### src/rtl/fp_mul_iter.sv
// fp_mul_iter: multi-cycle IEEE-754 single-precision multiplier, shift-add mantissa product,
// round-to-nearest-even, flush-to-zero, fixed 26-cycle latency with valid/ready handshakes.
module fp_mul_iter (
   input  logic        clk,
   input  logic        rst,
   input  logic        in_valid,
   output logic        in_ready,
   input  logic [31:0] a,
   input  logic [31:0] b,
   output logic        out_valid,
   input  logic        out_ready,
   output logic [31:0] out
);
   typedef enum logic [2:0] {IDLE, MUL, NORM, ROUND, DONE} state_t;

   state_t             state_q, state_d;
   logic        [4:0]  cnt_q, cnt_d;
   logic        [47:0] acc_q, acc_d;
   logic        [23:0] ma_q, ma_d, mb_q, mb_d;
   logic signed [9:0]  exp_q, exp_d;
   logic               sign_q, sign_d, spec_q, spec_d;
   logic        [31:0] spec_val_q, spec_val_d, out_q, out_d;
   logic        [22:0] frac_q, frac_d;
   logic               guard_q, guard_d, sticky_q, sticky_d, out_valid_q, out_valid_d;

   logic a_nan, a_inf, a_zero, b_nan, b_inf, b_zero, s_in;
   logic        [23:0] rnd;
   logic signed [9:0]  e_r;

   assign a_nan  = (&a[30:23]) & (|a[22:0]);
   assign a_inf  = (&a[30:23]) & ~(|a[22:0]);
   assign a_zero = ~(|a[30:23]);
   assign b_nan  = (&b[30:23]) & (|b[22:0]);
   assign b_inf  = (&b[30:23]) & ~(|b[22:0]);
   assign b_zero = ~(|b[30:23]);
   assign s_in   = a[31] ^ b[31];

   // A rounding carry leaves rnd[22:0] all-zero, so the fraction needs no separate clear.
   assign rnd = {1'b0, frac_q} + {23'd0, guard_q & (sticky_q | frac_q[0])};
   assign e_r = exp_q + {9'd0, rnd[23]};

   assign in_ready  = (state_q == IDLE) & ~rst;
   assign out_valid = out_valid_q;
   assign out       = out_q;

   always_comb begin
      state_d     = state_q;
      cnt_d       = cnt_q;
      acc_d       = acc_q;
      ma_d        = ma_q;
      mb_d        = mb_q;
      exp_d       = exp_q;
      sign_d      = sign_q;
      spec_d      = spec_q;
      spec_val_d  = spec_val_q;
      frac_d      = frac_q;
      guard_d     = guard_q;
      sticky_d    = sticky_q;
      out_d       = out_q;
      out_valid_d = out_valid_q;
      case (state_q)
         IDLE: if (in_valid) begin
            state_d    = MUL;
            sign_d     = s_in;
            ma_d       = {1'b1, a[22:0]};
            mb_d       = {1'b1, b[22:0]};
            exp_d      = {2'b00, a[30:23]} + {2'b00, b[30:23]} - 10'd127;
            acc_d      = 48'd0;
            cnt_d      = 5'd0;
            spec_d     = a_nan | b_nan | a_inf | b_inf | a_zero | b_zero;
            spec_val_d = (a_nan | b_nan | (a_inf & b_zero) | (a_zero & b_inf)) ? 32'h7FC00000 :
                         (a_inf | b_inf) ? {s_in, 8'hFF, 23'h0} : {s_in, 31'h0};
         end
         MUL: begin
            acc_d   = acc_q + (mb_q[cnt_q] ? ({24'd0, ma_q} << cnt_q) : 48'd0);
            cnt_d   = cnt_q + 5'd1;
            state_d = (cnt_q == 5'd23) ? NORM : MUL;
         end
         NORM: begin
            frac_d   = acc_q[47] ? acc_q[46:24] : acc_q[45:23];
            guard_d  = acc_q[47] ? acc_q[23] : acc_q[22];
            sticky_d = acc_q[47] ? |acc_q[22:0] : |acc_q[21:0];
            exp_d    = exp_q + {9'd0, acc_q[47]};
            state_d  = ROUND;
         end
         ROUND: begin
            out_d       = spec_q ? spec_val_q :
                          (e_r >= 10'sd255) ? {sign_q, 8'hFF, 23'h0} :
                          (e_r <= 10'sd0) ? {sign_q, 31'h0} : {sign_q, e_r[7:0], rnd[22:0]};
            out_valid_d = 1'b1;
            state_d     = DONE;
         end
         DONE: if (out_ready) begin
            out_valid_d = 1'b0;
            state_d     = IDLE;
         end
         default: state_d = IDLE;
      endcase
   end

   always_ff @(posedge clk or posedge rst)
      if (rst) begin
         state_q     <= IDLE;
         cnt_q       <= 5'd0;
         acc_q       <= 48'd0;
         ma_q        <= 24'd0;
         mb_q        <= 24'd0;
         exp_q       <= 10'sd0;
         sign_q      <= 1'b0;
         spec_q      <= 1'b0;
         spec_val_q  <= 32'd0;
         frac_q      <= 23'd0;
         guard_q     <= 1'b0;
         sticky_q    <= 1'b0;
         out_q       <= 32'd0;
         out_valid_q <= 1'b0;
      end else begin
         state_q     <= state_d;
         cnt_q       <= cnt_d;
         acc_q       <= acc_d;
         ma_q        <= ma_d;
         mb_q        <= mb_d;
         exp_q       <= exp_d;
         sign_q      <= sign_d;
         spec_q      <= spec_d;
         spec_val_q  <= spec_val_d;
         frac_q      <= frac_d;
         guard_q     <= guard_d;
         sticky_q    <= sticky_d;
         out_q       <= out_d;
         out_valid_q <= out_valid_d;
      end
endmodule

### config.mk
export PLATFORM = sky130hd
export DESIGN_NAME = fp_mul_iter
export DESIGN_NICKNAME = d
export VERILOG_FILES = /design/src/rtl/fp_mul_iter.sv
export SDC_FILE = /design/constraint.sdc
export NUM_CORES = 1
export LEC_CHECK = 0
export CAP_MARGIN = 40
export CORE_MARGIN = 4
export CORE_UTILIZATION = 35
export DETAILED_ROUTE_END_ITERATION = 12
export SLEW_MARGIN = 20
export SYNTH_ARGS = -nofsm -noshare
export SYNTH_HDL_FRONTEND = slang
export SYNTH_SLANG_ARGS = --single-unit
### constraint.sdc
create_clock -name clk -period 8.9 [get_ports clk]
set_input_delay 1.335 -clock clk [delete_from_list [all_inputs] [get_ports clk]]
set_output_delay 1.335 -clock clk [all_outputs]
set_load 0.05 [all_outputs]
==> impl_metrics.tcl, run 1 <==
set metrics [dict create \
    netlist-cell-type-count 62 \
    fillers 3572 \
    synthTopCellsByCount "nand2_1 (329), dfrtp_1 (176), o21ai_0 (160)" \
    ioPinCount 102 \
    async_flop_share_pct 100 \
    io_buffers 101 \
    crit_top_cell "o21ai_0" \
    fin_nets 1695 \
    hold_viol_final 0 \
    grt_overflow 0 \
    dp.cells 1992 \
    finalWorstSetupSlack_ns 3.18 \
    hold_buffers 0 \
    pwr-share-seq_pct 27.0 \
    die_h_um 196 \
    dr_total_vias 10800 \
    period_needed_ns 5.72 \
    synth_top_area_share_pct 35.6 \
    cp-end-kind "flop" \
    slew_headroom_pct 46.1 \
    pre_cts_slack_ns 3.03 \
    maxSlewViolCount 0 \
    critical_path.max_stage_delay_ns 0.69 \
    critPathArrivalTime_ns 6.02 \
    post_cts_resized 0 \
    ant_nets 0 \
    final_core_util_pct 41.5 \
    synth_area_per_cell_um2 8.20 \
    powerDensity_nw_per_um2 383 \
    max_clock_freq_ghz 0.175 \
    drcViolationCount 0 \
    yosysWarnings 0 \
    power_switching_mw 2.68 \
    worst_pin_slew_ns 0.809 \
    max-vdd-ir-drop_v 0.000261 \
    finalCritPeriodShare_pct 64.3 \
    grt_pass1_wl_mm 55.3 \
    grt_max_degree 75 \
    critical_path.max_fanout 25 \
    synth_edf_count 0 \
    wire_per_inst_um 16.5 \
    hold_path.class "reg2reg" \
    htree_levels 4 \
    crit_chain "buf_16, mux4_2, mux4_2, nand2_1, and2_1, nor2_1, ha_1, a21oi_1, o21ai_0, a21oi_1, o21ai_0, a21o_1, a41oi_1, o21ai_0, a221oi_1, xor2_1, o21ai_0" \
    yosysTopAreaCell "dfrtp_1" \
    die-area_um2 38400 \
    clk_latency_ns 0.44 \
    clk_pin_slew_ns 0.07 \
    core_area_um2 34700 \
    clockPowerShare_pct 13.2 \
    leakagePower_nw 6.13 \
    finalPower_mw 5.52 \
    cts_setup_buffers 0 \
    intPower_mw 2.84 \
    rsz0062_at_grt "false" \
    switching_share_pct 48.6 \
    cp-start-kind "flop" \
    setup_tns_ns 0 \
    drive_above_1_share_pct 6.05 \
    antenna_found_initial 0 \
    synth_area_leaders "dfrtp_1 (36%), nand2_1 (10%), ha_1 (6.9%), o21ai_0 (6.5%), mux2i_1 (4.0%)" \
    cts_buffers 17 \
    fin_skew_ns 0.0118 \
    crit_type "reg2reg" \
    cp_slowest_cell "and2_1" \
    area_growth_pct 16.4 \
    routed_wl_mm 33.4 \
    vias_per_cell 5.35 \
    worst_ep_required_time_ns 9.20 \
    clockBufferDepth 2 \
    grt_pass1_vias 10400 \
    cts_tree "yes" \
    synth-seq-cells 176 \
    synth_ff_type "dfrtp_1" \
    synth_area_um2 12400 \
    gp_congestion 0.885 \
    hpwl_mm 25.6 \
    stdcell_count 2026 \
    syn_nets 1647 \
    status "finished clean" \
    yosysMostFrequentCell "nand2_1" \
    fp-row-count 68 \
    fp.dieW_um 196 \
    clock-sinks 176 \
    ys_seq_area_share_pct 35.6 \
    clockRootBuffer "clkbuf_16" \
    cap_violations 0 \
    first_pass_iters 5 \
    setup-violations-final 0 \
    grt_usage_pct 17.5 \
    pwr-share-comb_pct 59.9 \
    syn_inst 1509 \
    start_util_pct 35.7 \
    dr.first_iter.drc_count 826 \
]
[flip-flops by register name, indices dropped and copies added, names as in the netlist]
signal	count
out	32
spec_q	1
frac_q	23
sign_q	1
acc_q	48
cnt_q	5
guard_q	1
exp_q	10
ma_q	24
mb_q	23
state_q	3
spec_val_q	3
out_valid	1
sticky_q	1
[through the flow]
stage	area [µm²]	hold WS, ns
finish	14400	0.474
floorplan	12400	0.440
CTS	14400	0.479
global route	14400	0.502
detailed placement	13800	0.462
global placement	13700	0.460
[power by group through the flow]
stage / Clock [mW] / Sequential, mW / Combinational (mW)
6_report: 0.728 / 1.49 / 3.30
5_1_grt: 0.782 / 1.54 / 3.69
4_1_cts: 0.745 / 1.51 / 3.26
3_5_place_dp: 0 / 1.52 / 3.24
3_3_place_gp: 0 / 1.51 / 3.19
2_1_floorplan: 0 / 1.43 / 2.46
[final timing paths]
kind,endpoint,startpoint,cells past startpoint,slack [ns]
max,acc_q[45],cnt_q[0],17,3.18
min,mb_q[15],mb_q[15],2,0.47
max reg2reg,acc_q[45],cnt_q[0],17,3.18
min reg2reg,mb_q[15],mb_q[15],2,0.47
max in group asynchronous,cnt_q[0],rst,5,6.18
min in group asynchronous,out[20],rst,2,1.33
[metal layers]
| layer | up-vias | part of all wire (%) | global-route usage [%] |
|---|---|---|---|
| li1 | 5434 | - | - |
| met1 | 5138 | 49 | 25.7 |
| met2 | 231 | 45 | 27.2 |
| met3 | 27 | 4.4 | 2.42 |
| met4 | 0 | 1.6 | 4.40 |
| met5 | - | 0 | 0 |
[cells in the final DEF (no fill, tap or decap), types with 8 or more instances in the layout]
cell,n
inv_1,26
nor3_1,14
mux4_2,17
ha_1,68
nor4_1,22
mux2_2,15
dfrtp_1,175
nand2_1,328
a31oi_1,15
o21ai_0,160
a21o_1,20
and2_1,14
nor2b_1,15
a211oi_1,20
mux2i_1,50
nand2b_1,8
o22a_1,10
a21oi_1,93
buf_4,10
clkdlybuf4s50_1,101
nand3_1,46
xor2_1,39
and3_1,19
o21bai_1,12
nor2_1,106
clkbuf_16,17
nand4_1,23
xnor2_1,42
[cells by family (layout without fill, tap and decap cells)]
| family | count (synthesis) | count (layout) | share of synthesized area, % |
|---|---|---|---|
| compound gates | 371 | 371 | 17.7 |
| xor+xnor | 81 | 81 | 5.73 |
| fa+ha+maj | 70 | 70 | 7.20 |
| buf+inv | 115 | 176 | 3.54 |
| flops | 176 | 176 | 35.6 |
| mux | 82 | 82 | 8.50 |
| other cells | 0 | 1 | 0 |
| simple gates | 614 | 614 | 21.8 |
[worst max-delay path, delay by kind of cell (launching register included)]
family,cells,cell delay (ns)
xor+xnor,1,0.16
fa+ha+maj,1,0.38
flops,1,0.67
compound gates,9,1.90
buf+inv,1,0.23
simple gates,3,1.17
mux,2,1.04
[layout make-up]
cell class	count	area [µm²]	share of cell area, %
Clock buffer	17	425	2.95
Sequential cell	176	4410	30.6
Clock inverter	15	133	0.920
Timing Repair Buffer	117	1220	8.47
Tap cell	455	569	3.95
Multi-Input combinational cell	1218	7550	52.4
Antenna cell	1	2.50	0.0174
Inverter	27	106	0.738
Note: power is estimated with default switching activity, not from simulation.
==> inputs of run 2 (changes only) <==
clock period = 5.67 ns   (was 8.9 ns; I/O delays follow)
==> run 2 against run 1 <==
  * Critical path depth fell by 1
  * Via count down 0.10%
  * Non-clock buffer count increased by 2
  * Wire length grew 0.72%
  * Fmax up 12%
  * Highest routed layer unchanged
  * Design area grew 0.39%
  * Core utilization increased by 0.16 points
  * Sequential power increased by 56%
  * Worst setup slack got worse by 2.6 ns
  * Register-to-register slack got worse by 2.6 ns
  * Clock power is 69% higher
==> impl_metrics.tcl, run 2 (synthesis results as in run 1) <==
set metrics [dict create \
    status "finished clean" \
    clock-sinks 176 \
    hpwl_mm 25.7 \
    setup-violations-final 0 \
    grt_overflow 0 \
    dp.cells 1995 \
    worstHoldStart "mb_q[13]" \
    rr_worst_depth 16 \
    wire_per_inst_um 16.6 \
    r2r_slack_ns 0.56 \
    clockPowerShare_pct 14.0 \
    grt_usage_pct 17.6 \
    critPathArrivalTime_ns 5.44 \
    fin_nets 1697 \
    switching_share_pct 47.7 \
    cp_slowest_cell "dfrtp_2" \
    critical_path.max_stage_delay_ns 0.58 \
    die-area_um2 38400 \
    worst_pin_slew_ns 0.777 \
    grt_max_degree 78 \
    setup_tns_ns 0 \
    worst_ep_required_time_ns 6.01 \
    first_pass_iters 5 \
    io_buffers 101 \
    crit_top_cell "o21ai_0" \
    drive_above_1_share_pct 5.92 \
    final_common_cell "nand2_1" \
    fillers 3491 \
    clockRootBuffer "clkbuf_16" \
    crit_type "reg2reg" \
    finalWorstSetupSlack_ns 0.564 \
    clk_latency_ns 0.43 \
    max-vdd-ir-drop_v 0.000292 \
    leakagePower_nw 6.14 \
    cp-end-kind "flop" \
    highest_layer "met4" \
    r2r_start "cnt_q[1]" \
    finalCritPeriodShare_pct 90.1 \
    powerDensity_nw_per_um2 608 \
    critical_path.max_fanout 32 \
    top_register "acc_q" \
    cap_violations 0 \
    whs_endpoint "mb_q[13]" \
    power_switching_mw 4.20 \
    start_util_pct 35.7 \
    timing.rr.end "acc_q[41]" \
    met1_length_mm 16.0 \
    intPower_mw 4.60 \
    clk_pin_slew_ns 0.07 \
    met3_length_mm 1.51 \
    pre_cts_slack_ns 0.464 \
    clockBufferDepth 2 \
    dr_total_vias 10800 \
    cts_setup_buffers 0 \
    vias_per_cell 5.34 \
    num_antenna_cells 0 \
    postPlaceCellArea_um2 13900 \
    period_needed_ns 5.11 \
    mostFrequentLayoutCells "nand2_1 (327), dfrtp_1 (174), o21ai_0 (160)" \
    pwr-share-seq_pct 26.5 \
    cp-start-kind "flop" \
    area_growth_pct 16.9 \
    fp-row-count 68 \
    hold_viol_final 0 \
    slew_headroom_pct 48.2 \
    dr.first_iter.drc_count 702 \
    die_h_um 196 \
    stdcell_count 2026 \
    fin_skew_ns 0.0103 \
    final_core_util_pct 41.7 \
    grt_pass1_vias 10800 \
    cts_tree "yes" \
    cts_buffers 17 \
    routed_wl_mm 33.6 \
    grt_pass1_wl_mm 56.0 \
    antenna_found_initial 0 \
    largest_register_ffs 48 \
    crit_chain "buf_4, mux2_2, o21ai_0, inv_1, mux2i_1, nor2_1, ha_1, nand4_1, or3_4, a21oi_1, a21o_1, a41oi_1, o21ai_0, a41oi_1, xor2_1, o21ai_0" \
    ioPinCount 102 \
    fp.dieW_um 196 \
    wl_met2_mm 15.5 \
    core_area_um2 34700 \
    htree_levels 4 \
    pwr-share-comb_pct 59.5 \
    rsz0062_at_grt "false" \
    drcViolationCount 0 \
    ant_nets 0 \
    maxSlewViolCount 0 \
    final_area_um2 14500 \
    hold_path.class "reg2reg" \
    min_path_cells 2 \
    gp_congestion 0.894 \
    max_clock_freq_ghz 0.196 \
]
[run 2: cell count changes in the layout (fill, tap and decap cells not counted), sizes merged]
cell,delta
bufinv,+3
clkbuf,+6
diode,-1
buf,+2
inv,-3
clkinv,-8
clkinvlp,+1
[run 2: layout make-up]
| cell class | instances | area (µm²) | area share [%] |
|---|---|---|---|
| Clock inverter | 8 | 154 | 1.06 |
| Sequential cell | 176 | 4410 | 30.5 |
| Multi-Input combinational cell | 1218 | 7550 | 52.2 |
| Timing Repair Buffer | 119 | 1230 | 8.51 |
| Clock buffer | 23 | 448 | 3.10 |
| Tap cell | 455 | 569 | 3.93 |
| Inverter | 27 | 106 | 0.735 |
[run 2: power groups by stage]
| stage | Clock [mW] | Combinational (mW) | Sequential, mW |
|---|---|---|---|
| 2_1_floorplan | 0 | 3.86 | 2.25 |
| 3_3_place_gp | 0 | 5.09 | 2.34 |
| 3_5_place_dp | 0 | 5.17 | 2.35 |
| 4_1_cts | 1.26 | 5.21 | 2.33 |
| 5_1_grt | 1.32 | 5.84 | 2.41 |
| 6_report | 1.23 | 5.23 | 2.33 |
[run 2: worst max-delay path by stage]
stage | slack, ns | cells past startpoint | to | startpoint
global route | 0.04 | 19 | acc_q[41] | cnt_q[0]
finish | 0.56 | 16 | acc_q[41] | cnt_q[1]
detailed placement | 0.46 | 16 | acc_q[41] | cnt_q[1]
floorplan | 0.05 | 1 | acc_q[0] | rst
CTS | 0.43 | 16 | acc_q[41] | cnt_q[1]
global placement | 0.52 | 16 | acc_q[41] | cnt_q[1]
[run 2: timing repair]
| item | CTS | global route |
|---|---|---|
| hold buffers | 0 | 0 |
| setup endpoints to repair | 0 | 1 |
| endpoints found under the hold margin | 0 | 0 |
| resized for setup | 0 | 1 |
[run 2: routing by layer]
layer | global-route usage (%) | vias up
li1 | - | 5414
met1 | 24.8 | 5135
met2 | 27.9 | 231
met3 | 2.97 | 39
met4 | 4.91 | 0
met5 | 0 | -
[run 2: stage by stage]
stage / power (mW) / hold slack [ns]
floorplan: 6.11 / 0.440
global route: 9.56 / 0.502
global placement: 7.42 / 0.465
finish: 8.80 / 0.473
detailed placement: 7.53 / 0.464
CTS: 8.81 / 0.481
[run 2: critical path: cells and delay by family (launching register included)]
kind	cells	cell delay, ns
buffers and inverters	2	0.54
AOI/OAI and AO/OA	7	1.91
muxes	2	0.73
adders and majority gates	1	0.40
xor gates and xnor gates	1	0.17
and+or+nand+nor	3	0.66
DFF	1	0.58
==> inputs of run 3 (changes only) <==
ABC_AREA = 1   (was unset)
REMOVE_ABC_BUFFERS = 1   (was unset)
==> run 3 against run 2 <==
  * Critical path depth rose by 4
  * Non-clock buffer count shrank 2
  * Via count up 42%
  * Highest routed layer is now met5
  * Fmax up 18%
  * Largest cell class unchanged
  * Area after synthesis grew 19%
  * Largest power group unchanged
  * Core utilization down 0.90 points
  * Sequential power hardly changed
  * Clock power about the same
  * First-iteration DRC count increased by 86%
==> impl_metrics.tcl, run 3 <==
set metrics [dict create \
    met3_length_mm 3.02 \
    cp-end-kind "flop" \
    max_clock_freq_ghz 0.231 \
    netlist-cell-type-count 54 \
    stdcell_count 3018 \
    synth_area_leaders "dfrtp_1 (30%), nand2_1 (23%), inv_1 (9.0%), nand3_1 (6.2%), ha_1 (5.8%)" \
    finalCritPeriodShare_pct 76.2 \
    worst_pin_slew_ns 0.878 \
    hold_path.class "reg2reg" \
    fp.dieW_um 213 \
    critPathArrivalTime_ns 4.68 \
    yosysWarnings 0 \
    whs_ns 0.486 \
    synth_area_um2 14700 \
    leakagePower_nw 8.68 \
    max-vdd-ir-drop_v 0.000383 \
    top_register "acc_q" \
    syn_inst 2410 \
    worst_ep_required_time_ns 6.03 \
    clk_pin_slew_ns 0.08 \
    hpwl_mm 38.0 \
    slew_headroom_pct 40.9 \
    clockPowerShare_pct 11.4 \
    antenna_found_initial 1 \
    highest_layer "met5" \
    synthTopCellsByCount "nand2_1 (898), inv_1 (354), nor2_1 (222)" \
    postPlaceCellArea_um2 16200 \
    cts_buffers 17 \
    grt_usage_pct 21.6 \
    largest_register_ffs 48 \
    grt_pass1_vias 14700 \
    finalWorstSetupSlack_ns 1.35 \
    yosysMostFrequentCell "nand2_1" \
    drcViolationCount 0 \
    mostFrequentLayoutCells "nand2_1 (898), inv_1 (353), nor2_1 (222)" \
    fin_nets 2611 \
    synth_ff_type "dfrtp_1" \
    synth_area_per_cell_um2 6.10 \
    intPower_mw 4.59 \
    yosysTopAreaCell "dfrtp_1" \
    drive_above_1_share_pct 3.70 \
    routed_wl_mm 48.0 \
    rsz0062_at_grt "false" \
    gp_congestion 0.960 \
    fin_skew_ns 0.0173 \
    vias_per_cell 5.09 \
    start_util_pct 35.7 \
    htree_levels 4 \
    wire_per_inst_um 15.9 \
    setup_tns_ns 0 \
    pre_cts_slack_ns 1.43 \
    crit_type "reg2reg" \
    cts_tree "yes" \
    power_switching_mw 6.02 \
    met1_length_mm 22.4 \
    grt_pass1_wl_mm 77.6 \
    status "finished clean" \
    grt_overflow 0 \
    grt_max_degree 83 \
    dr.first_iter.drc_count 1305 \
    post_cts_resized 0 \
    pwr-share-seq_pct 22.3 \
    die-area_um2 45300 \
    final_common_cell "nand2_1" \
    maxSlewViolCount 0 \
    dp.cells 2984 \
    final_area_um2 16800 \
    pwr-share-comb_pct 66.3 \
    io_buffers 101 \
    first_pass_iters 5 \
    clockRootBuffer "clkbuf_16" \
    hold_buffers 0 \
    ys_seq_area_share_pct 30.0 \
    period_needed_ns 4.32 \
    synth_edf_count 0 \
    cts_setup_buffers 0 \
    synth-seq-cells 176 \
    switching_share_pct 56.8 \
    clockBufferDepth 2 \
    dr_total_vias 15400 \
    clock-sinks 176 \
    cap_violations 0 \
    synth_top_area_share_pct 30.0 \
    async_flop_share_pct 100 \
    critical_path.max_fanout 24 \
    wl_met2_mm 21.2 \
    clk_latency_ns 0.47 \
    num_antenna_cells 0 \
    hold_viol_final 0 \
    setup-violations-final 0 \
    ioPinCount 102 \
    ant_nets 0 \
    core_area_um2 41200 \
    area_growth_pct 14.4 \
    die_h_um 213 \
    cp-start-kind "flop" \
    powerDensity_nw_per_um2 631 \
    fp-row-count 74 \
]
==> run 3: cell types whose count changed in the layout (fill, tap and decap cells not counted), moves of 19 or more <==
cell	previous run	this run
inv_1	26	353
nor2_1	106	222
nand4_1	23	42
nand3_1	46	183
xor2_1	39	16
nand2_1	327	898
a21o_1	20	1
mux2i_1	50	1
xnor2_1	42	5
a21oi_1	93	58
and3_1	19	0
==> run 3: power groups by stage <==
stage	registers (mW)	clock network, mW	logic (mW)
detailed placement	2.38	0	6.91
CTS	2.36	1.25	6.95
global route	2.44	1.29	7.94
floorplan	2.46	0	4.62
global placement	2.39	0	6.84
finish	2.36	1.21	7.03
==> run 3: layer usage <==
layer | vias to the layer above | GRT usage, %
li1 | 7771 | -
met1 | 7073 | 29.7
met2 | 440 | 34.2
met3 | 87 | 4.19
met4 | 2 | 7.57
met5 | - | 0
==> run 3: critical path: stages, from the launching register on <==
cell     delay [ns]
dfrtp_1        0.38
inv_1          0.51
nor2_1         0.22
nand2_1        0.11
nand4_1        0.10
nand3_1        0.08
nand2_1        0.09
nand2_2        0.26
nand2_2        0.34
o21ai_0        0.19
inv_1          0.07
ha_1           0.39
nand2_1        0.14
nor2_1         0.26
nand2_1        0.18
nor3_1         0.32
nand3_1        0.21
nand3_1        0.14
nand2_1        0.05
nand3_1        0.10
nand2_1        0.06
==> run 3: layout make-up <==
type	instances	area, µm²
inverter	363	1370
timing repair buffer	117	1170
clock inverter	15	168
sequential	176	4400
clock buffer	17	425
multi-input combinational	1798	8610
fill	4442	24400
tap	532	666
==> run 3: cell families after synthesis <==
family,synth area share [%]
simple gates,39.9
buf+inv,11.5
fa+ha+maj,6.06
compound gates,11.2
mux,0.0681
flops,30.0
xor+xnor,1.25
==> run 3: metrics by stage <==
stage	total power, mW	utilization (%)
floorplan	7.07	-
global placement	9.23	39.2
detailed placement	9.29	39.2
finish	10.6	40.8
global route	11.7	40.8
CTS	10.6	40.7
==> run 3: worst paths after layout <==
kind                          start        end  slack, ns  cells past startpoint
setup / recovery           cnt_q[1]  acc_q[41]       1.35                     20
hold / removal               out[4]     out[4]       0.49                      2
setup reg to reg           cnt_q[1]  acc_q[41]       1.35                     20
hold reg to reg              out[4]     out[4]       0.49                      2
max in group asynchronous       rst   exp_q[7]       3.76                      4
min in group asynchronous       rst    out[25]       0.74                      2
